$ cat config.mk
export PLATFORM = sky130hd
export DESIGN_NAME = edge_event_detector_flat
export DESIGN_NICKNAME = d
export VERILOG_FILES = /design/src/rtl/edge_event_detector_if.sv /design/src/rtl/edge_event_detector.sv /design/src/flat_wrapper.sv
export SDC_FILE = /design/constraint.sdc
export NUM_CORES = 1
export LEC_CHECK = 0
export ABC_CLOCK_PERIOD_IN_PS = 1820
export CORE_MARGIN = 2
export CORE_UTILIZATION = 54
export CTS_BUF_LIST = sky130_fd_sc_hd__clkbuf_8
export CTS_CLUSTER_DIAMETER = 120
export DETAILED_ROUTE_END_ITERATION = 7
export GPL_TIMING_DRIVEN = 0
export PLACE_DENSITY = 0.82
export SETUP_SLACK_MARGIN = 0.3
export SLEW_MARGIN = 10
export SYNTH_ARGS = -nofsm -noshare
export SYNTH_HDL_FRONTEND = slang
export SYNTH_SLANG_ARGS = --single-unit
$ cat constraint.sdc
create_clock -name clk -period 1.82 [get_ports clk]
set_input_delay 0.364 -clock clk [delete_from_list [all_inputs] [get_ports clk]]
set_output_delay 0.364 -clock clk [all_outputs]
set_load 0.005 [all_outputs]
$ cat src/rtl/edge_event_detector_if.sv
// Control/readout bundle of the multi-channel edge event detector.
// The master side drives triggers and controls; the slave side is the detector.
interface edge_event_detector_if #(
    parameter int N_CH  = 4,
    parameter int CNT_W = 8
);
    logic                    locked;
    logic [1:0]              edge_sel;
    logic [N_CH-1:0]         tin;
    logic [N_CH-1:0]         clr;
    logic [N_CH-1:0]         tout;
    logic [N_CH-1:0]         flag;
    logic [N_CH*CNT_W-1:0]   evt_cnt;

    modport master (
        output locked, edge_sel, tin, clr,
        input  tout, flag, evt_cnt
    );

    modport slave (
        input  locked, edge_sel, tin, clr,
        output tout, flag, evt_cnt
    );
endinterface

$ cat src/rtl/edge_event_detector.sv
// Per-channel synchroniser, glitch filter and edge detector with a sticky flag
// and a saturating event counter; filtering and detection pause while the PLL is unlocked.
module edge_event_detector #(
    parameter int N_CH        = 4,
    parameter int SYNC_STAGES = 2,
    parameter int FILT_CYC    = 4,
    parameter int CNT_W       = 8
) (
    input  logic                 clk,
    input  logic                 nrst,
    edge_event_detector_if.slave bus
);
    localparam int             CW       = (FILT_CYC > 1) ? $clog2(FILT_CYC) : 1;
    localparam logic [CW-1:0]  STAB_MAX = CW'(FILT_CYC - 1);
    localparam logic [CNT_W-1:0] CNT_MAX = {CNT_W{1'b1}};

    logic [N_CH-1:0]       sync_q [SYNC_STAGES];
    logic [N_CH-1:0]       s;
    logic [N_CH-1:0]       filt_q;
    logic [CW-1:0]         stab_q [N_CH];
    logic [N_CH-1:0]       upd;
    logic [N_CH-1:0]       qual;
    logic [N_CH-1:0]       tout_q;
    logic [N_CH-1:0]       flag_q;
    logic [N_CH*CNT_W-1:0] cnt_q;

    assign s = sync_q[SYNC_STAGES-1];

    // NOTE: the synchroniser chain is reset like any other flop so that s[] is
    // defined from the first cycle; non-blocking assignments keep each stage one edge apart.
    always_ff @(posedge clk or negedge nrst) begin
        if (!nrst) begin
            for (int k = 0; k < SYNC_STAGES; k++) sync_q[k] <= '0;
        end else begin
            sync_q[0] <= bus.tin;
            for (int k = 1; k < SYNC_STAGES; k++) sync_q[k] <= sync_q[k-1];
        end
    end

    // NOTE: every always_comb output is given a default before the loop so no latch is inferred.
    always_comb begin
        upd  = '0;
        qual = '0;
        for (int i = 0; i < N_CH; i++) begin
            upd[i]  = bus.locked && (s[i] != filt_q[i]) && (stab_q[i] == STAB_MAX);
            // The new filtered level equals s[i]: high means a rise, low a fall.
            qual[i] = upd[i] && (s[i] ? bus.edge_sel[0] : bus.edge_sel[1]);
        end
    end

    always_ff @(posedge clk or negedge nrst) begin
        if (!nrst) begin
            filt_q <= '0;
            for (int i = 0; i < N_CH; i++) stab_q[i] <= '0;
        end else if (bus.locked) begin
            for (int i = 0; i < N_CH; i++) begin
                if (s[i] == filt_q[i]) begin
                    stab_q[i] <= '0;
                end else if (upd[i]) begin
                    filt_q[i] <= s[i];
                    stab_q[i] <= '0;
                end else begin
                    stab_q[i] <= stab_q[i] + CW'(1);
                end
            end
        end
    end

    always_ff @(posedge clk or negedge nrst) begin
        if (!nrst) begin
            tout_q <= '0;
            flag_q <= '0;
            cnt_q  <= '0;
        end else begin
            tout_q <= qual;
            flag_q <= (flag_q & ~bus.clr) | qual;
            for (int i = 0; i < N_CH; i++) begin
                // A clear coinciding with an event restarts the count at one.
                if (bus.clr[i]) begin
                    cnt_q[i*CNT_W +: CNT_W] <= qual[i] ? CNT_W'(1) : '0;
                end else if (qual[i] && (cnt_q[i*CNT_W +: CNT_W] != CNT_MAX)) begin
                    cnt_q[i*CNT_W +: CNT_W] <= cnt_q[i*CNT_W +: CNT_W] + CNT_W'(1);
                end
            end
        end
    end

    assign bus.tout    = tout_q;
    assign bus.flag    = flag_q;
    assign bus.evt_cnt = cnt_q;
endmodule

$ cat src/flat_wrapper.sv
// flat-port wrapper written by rule: the top's interface ports become plain ports
module edge_event_detector_flat 
#(
    parameter int N_CH        = 4,
    parameter int SYNC_STAGES = 2,
    parameter int FILT_CYC    = 4,
    parameter int CNT_W       = 8
)
  (clk, nrst, bus_locked, bus_edge_sel, bus_tin, bus_clr, bus_tout, bus_flag, bus_evt_cnt);
  edge_event_detector_if #(.N_CH(N_CH), .CNT_W(CNT_W)) bus_i ();
  input  logic clk;
  input  logic nrst;
  input wire logic [$bits(bus_i.locked)-1:0] bus_locked;
  input wire logic [$bits(bus_i.edge_sel)-1:0] bus_edge_sel;
  input wire logic [$bits(bus_i.tin)-1:0] bus_tin;
  input wire logic [$bits(bus_i.clr)-1:0] bus_clr;
  output wire logic [$bits(bus_i.tout)-1:0] bus_tout;
  output wire logic [$bits(bus_i.flag)-1:0] bus_flag;
  output wire logic [$bits(bus_i.evt_cnt)-1:0] bus_evt_cnt;
  assign bus_i.locked = bus_locked;
  assign bus_i.edge_sel = bus_edge_sel;
  assign bus_i.tin = bus_tin;
  assign bus_i.clr = bus_clr;
  assign bus_tout = bus_i.tout;
  assign bus_flag = bus_i.flag;
  assign bus_evt_cnt = bus_i.evt_cnt;
  edge_event_detector #(.N_CH(N_CH), .SYNC_STAGES(SYNC_STAGES), .FILT_CYC(FILT_CYC), .CNT_W(CNT_W)) u_core (.clk(clk), .nrst(nrst), .bus(bus_i));
endmodule
After elaboration in Yosys (flattened, before gate mapping)
Cells that the tools add are included.
{"block": "totals", "regBits": 60, "latchBits": 0, "ram_bits": 0, "mem_bits_ro": 0, "inputBits": 13, "out_inout_bits": 40, "wordCells": 95, "memories": 0}
{"block": "op_classes", "addsub": 8, "n_mul": 0, "div_mod_pow": 0, "n_lt_le_gt_ge": 0, "eq_ne": 16, "n_shift": 0, "n_mux": 24, "n_bitwise": 7, "n_reduce_logical": 24}
{"op": "two-way mux 8 bit", "count": 8}
{"op": "adder 8 x 1 -> 8 bit, second input constant", "count": 4}
{"op": "inequality test 8 bit, second input constant", "count": 4}
{"op": "logical AND 1 bit", "count": 16}
{"op": "two-way mux 2 bit", "count": 8}
{"op": "AND reduction 3 bit", "count": 4}
{"op": "adder 2 x 1 -> 2 bit, second input constant", "count": 4}
{"op": "equality test 2 bit, second input constant", "count": 4}
{"op": "two-way mux 1 bit", "count": 8}
{"op": "nonzero test 2 bit", "count": 4}
{"op": "bitwise AND 4 bit", "count": 1}
{"op": "equality test 1 bit", "count": 4}
{"op": "inequality test 1 bit", "count": 4}
{"op": "NOT 1 bit", "count": 4}
{"op": "NOT 4 bit", "count": 1}
{"op": "bitwise OR 4 bit", "count": 1}

Longest topological paths before layout
Gate-level depths: netlist of run 1.
{"block": "logic_depth", "depth_word": 7, "mapped_depth": 7, "mapped_depth_nobuf": 6}

Worst setup path after synthesis of run 1
No wires, ideal clock.
{"block": "synth_timing", "path_kind": "register to register", "start": "register u_core.cnt_q[24] (netlist: u_core.bus.evt_cnt[24])", "end": "register u_core.cnt_q[30] (netlist: u_core.bus.evt_cnt[30])", "setup_time_ns": 0.094, "arrival_ns": 1.496, "required_ns": 1.726, "path_slack_ns": 0.230, "path_stages_with_launch": 6, "n_path_buf": 0, "period_less_slack_ns": 1.590, "cell_sequence": "dfrtp_1 -> ha_1 -> nand4_1 -> a2111oi_0 -> nor2_1 -> a211oi_1"}
{"block": "synth_between", "elab_chain_len": 3, "elab_cells_between_ends": 6, "classes_between": "1 x add/sub; 1 x eq/ne; 2 x mux; 2 x reduce/logical"}
{"element": "start, declared", "line": "edge_event_detector.sv:25", "text": "logic [N_CH*CNT_W-1:0] cnt_q;"}
{"element": "start signal, assigned by index", "line": "edge_event_detector.sv:80", "text": "cnt_q[i*CNT_W +: CNT_W] <= qual[i] ? CNT_W'(1) : '0;"}
{"element": "start signal, assigned by index", "line": "edge_event_detector.sv:82", "text": "cnt_q[i*CNT_W +: CNT_W] <= cnt_q[i*CNT_W +: CNT_W] + CNT_W'(1);"}
{"element": "adder 8 x 1 -> 8 bit or inequality test 8 bit (tied branches)", "line": "edge_event_detector.sv:82, edge_event_detector.sv:81"}
{"element": "two-way mux 8 bit or logical AND 1 bit (tied branches)", "line": "edge_event_detector.sv:81", "text": "end else if (qual[i] && (cnt_q[i*CNT_W +: CNT_W] != CNT_MAX)) begin"}
{"element": "two-way mux 8 bit or nonzero test 2 bit (tied branches)"}
Several ways; a longest one is shown, not always the timed one. The select of a mux whose other input is x is not followed.
A chain may end at the register's enable or synchronous reset.

Final worst setup path of run 1
{"block": "layout_timing", "start": "register u_core.stab_q[6] in the netlist's numbering", "end": "register u_core.cnt_q[7] (netlist: u_core.bus.evt_cnt[7])"}
{"block": "layout_between", "elab_chain_len": 5}
{"element": "start, declared", "line": "edge_event_detector.sv:20", "text": "logic [CW-1:0] stab_q [N_CH];"}
{"element": "start signal, assigned by index", "line": "edge_event_detector.sv:63", "text": "stab_q[i] <= stab_q[i] + CW'(1);"}
{"element": "equality test 2 bit", "line": "edge_event_detector.sv:45", "text": "upd[i] = bus.locked && (s[i] != filt_q[i]) && (stab_q[i] == STAB_MAX);"}
{"element": "logical AND 1 bit", "line": "edge_event_detector.sv:45"}
{"element": "logical AND 1 bit", "line": "edge_event_detector.sv:47", "text": "qual[i] = upd[i] && (s[i] ? bus.edge_sel[0] : bus.edge_sel[1]);"}
{"element": "logical AND 1 bit", "line": "edge_event_detector.sv:81"}
{"element": "nonzero test 2 bit (no line)"}
Every way passes these cells.

==> results.toml, run 1 <==
[layout]
n_antenna_cell = 0
final_util = 0.8279
area_delta_synth_final_pct = 50.78
fin_nets = 433
layout_common_cells = "buf_4, dfrtp_1, dlygate4sd2_1, nand2_1, a21oi_1"
layout_commonest_cell = "buf_4"
drive_gt1_frac = 0.3501

[run]
drv_cap = 0

[die]
core_um2 = 5439
initial_core_util = 0.5491
fp.dieH_um = 78.37
die_area_um2 = 6142
rows = 27
ios = 53
die_w_um = 78.37

[timing]
fin_ws_ns = 0.1844
worst_pin_slew_ns = 0.7433
fmax_mhz = 611.4
fin_worst_skew_ns = 0.007399
grt_setup_unrepaired = "yes"
post-route-period-util = 0.8987
max-slew-margin-rel = 0.5045
hold_viol = 0
final-setup-viol-count = 0
drv_slew = 0
tns_ns = 0
min_period_ns = 1.636

[power_and_ir_drop]
vdd_drop_max_mv = 0.9810
leakage_nw = 2.115
total_power_mw = 3.831
power_density_nw_per_um2 = 850.7

[setup_path]
cp_slowest_stage_delay_ns = 0.41
rr_worst_depth = 4
crit_chain = "ha_2 > nand4_1 > a2111oi_2 > mux2_2"
critical_path_class = "flip-flop to flip-flop"
worst_setup_path_start_kind = "flip-flop"
critical-path-slowest-cell = "a2111oi_2"
crit_fanout = 3
critPathCaptureType = "flip-flop"
critPathRequiredTime_ns = 2.05
cp.arrival_ns = 1.87

[yosys]
ys_types = 45
synthCells = 291
yosys_warnings = 0
synth-main-ff-cell = "dfrtp_1"
syn_nets = 312
async_reset_ff_frac = 1.000
synth.top_cell.area_share = 0.5027
synth_seq_cells = 60
synth.avg_cell_area_um2 = 10.26
yosysSeqAreaShare = 0.5027
synth_top_area_cell = "dfrtp_1"
synth-edff-count = 0
synth_area_um2 = 2987
synth_area_leaders = "dfrtp_1, mux2_2, a21oi_1"

[outcome]
run_status = "finished clean"

[routing]
drcViolationCount = 0
drt-wirelength-per-cell_um = 17.09
num_vias = 2894
antenna_left = 0
drt-pass1-iter-count = 5
drtIter0Drc = 122
wl_um = 8355
post_drt_via_cell_ratio = 5.918

[clocking]
clkLatencyLatePin_ns = 0.34
cts_tree = "built"
cts_made_buffers = 9
clock-sinks = 60
root_buffer = "clkbuf_8"
cts.clk_slew.worst_paths_ns = 0.07
htreeDepth = 3
cts_hold_buf = 0
clockBufferDepth = 2

[placed_design]
dp_hpwl_um = 4100
gp_congestion = 0.8645
portBuffers = 50
pre_cts_ws_ns = -0.3440

[global_routing]
grt_pass1_wl_um = 12380
track_usage = 0.2591
grt-ovfl-total = 0
grt_max_degree = 61
grt_antenna_before_repair = 0
grt_pass1_vias = 2751

[worst_hold_path]
hold_class = "primary input to async pin"
worst max-delay path, delay by kind of cell (launching register included):
kind	cells	cell delay [ns]
AOI/OAI and AO/OA	1	0.41
DFF	1	0.37
muxes	1	0.37
adders and majority gates	1	0.21
and+or+nand+nor	1	0.16
Yosys cell counts, drive strengths merged (4+ instances only):
cell type and number:
a2111oi 7, a211oi 8, a21o 6, a21oi 21, and3 4, and4 5, clkbuf 4, dfrtp 60
ha 8, inv 15, mux2 12, nand2 19, nand3 15, nand3b 12, nand4 9, nor2 14
nor2b 12, nor3 10, o21ai 13, o22ai 4, xnor2 4
sequential cells by signal, indices dropped and copies added (netlist names):
name,cells
u_core.bus.flag,4
u_core.bus.evt_cnt,32
u_core.stab_q,8
u_core.sync_q,4
u_core.bus.tout,4
u_core.s,4
u_core.filt_q,4
power breakdown:
| group | internal [mW] | switching (mW) | total (mW) |
|---|---|---|---|
| registers | 1.48 | 0.119 | 1.60 |
| logic | 0.434 | 0.373 | 0.807 |
| clock network | 0.879 | 0.542 | 1.42 |
| total | 2.80 | 1.03 | 3.83 |
metal layers:
| layer | vias up | GRT usage | routed length (um) |
|---|---|---|---|
| li1 | 1332 | - | - |
| met1 | 1432 | 0.3143 | 3549 |
| met2 | 107 | 0.4310 | 4202 |
| met3 | 23 | 0.05977 | 387 |
| met4 | 0 | 0.1368 | 216 |
| met5 | - | 0 | 0 |
cell families (layout without fill, tap and decap cells):
| family | count (synthesis) | in the layout | share of synthesized area |
|---|---|---|---|
| mux | 12 | 12 | 0.04525 |
| fa+ha+maj | 8 | 8 | 0.03352 |
| compound gates | 72 | 72 | 0.1596 |
| flops | 60 | 60 | 0.5027 |
| simple gates | 112 | 112 | 0.2166 |
| buf+inv | 23 | 149 | 0.03058 |
| xor+xnor | 4 | 4 | 0.01173 |
layout make-up:
type / instances / area (um2)
timing repair buffer: 110 / 915.9
fill: 320 / 935.9
multi-input combinational: 208 / 1644
sequential: 60 / 1514
buffer: 7 / 38.79
clock buffer: 12 / 165.2
tap: 72 / 90.09
clock inverter: 4 / 70.07
inverter: 16 / 65.06
what timing repair did:
action / in CTS / in global routing
pin swaps: 9 / 23
buffers inserted: 43 / 17
setup endpoints to repair: 71 / 28
resized for setup: 76 / 39
worst paths after layout:
path	startpoint	endpoint	slack [ns]
setup / recovery	u_core.stab_q[6]	u_core.bus.evt_cnt[7]	0.18
hold / removal	nrst	u_core.bus.evt_cnt[4]	0.06
setup reg to reg	u_core.stab_q[6]	u_core.bus.evt_cnt[7]	0.18
hold reg to reg	u_core.sync_q[7]	u_core.s[3]	0.35
max in group asynchronous	nrst	u_core.bus.evt_cnt[30]	1.19
min in group clk	u_core.sync_q[7]	u_core.s[3]	0.35
metrics by stage:
step	instances	hold slack [ns]	instance area, um2
2_1_floorplan	291	0.06841	2989
3_3_place_gp	413	0.3315	3580
4_1_cts	472	0.1080	4219
6_report	489	0.05594	4503
5_1_grt	489	0.1300	4503
3_5_place_dp	413	0.3347	3577
No activity file was read; power rests on OpenSTA's default activity.
==> run 2: changes to the inputs <==
--- a/config.mk
+++ b/config.mk
@@ -12,6 +12,7 @@
 export CTS_CLUSTER_DIAMETER = 120
 export DETAILED_ROUTE_END_ITERATION = 7
 export GPL_TIMING_DRIVEN = 0
+export HOLD_SLACK_MARGIN = 0.1
 export PLACE_DENSITY = 0.82
 export SETUP_SLACK_MARGIN = 0.3
 export SLEW_MARGIN = 10
==> results of run 2 <==
Final layout, timing and power as in run 1 (identical DEF).
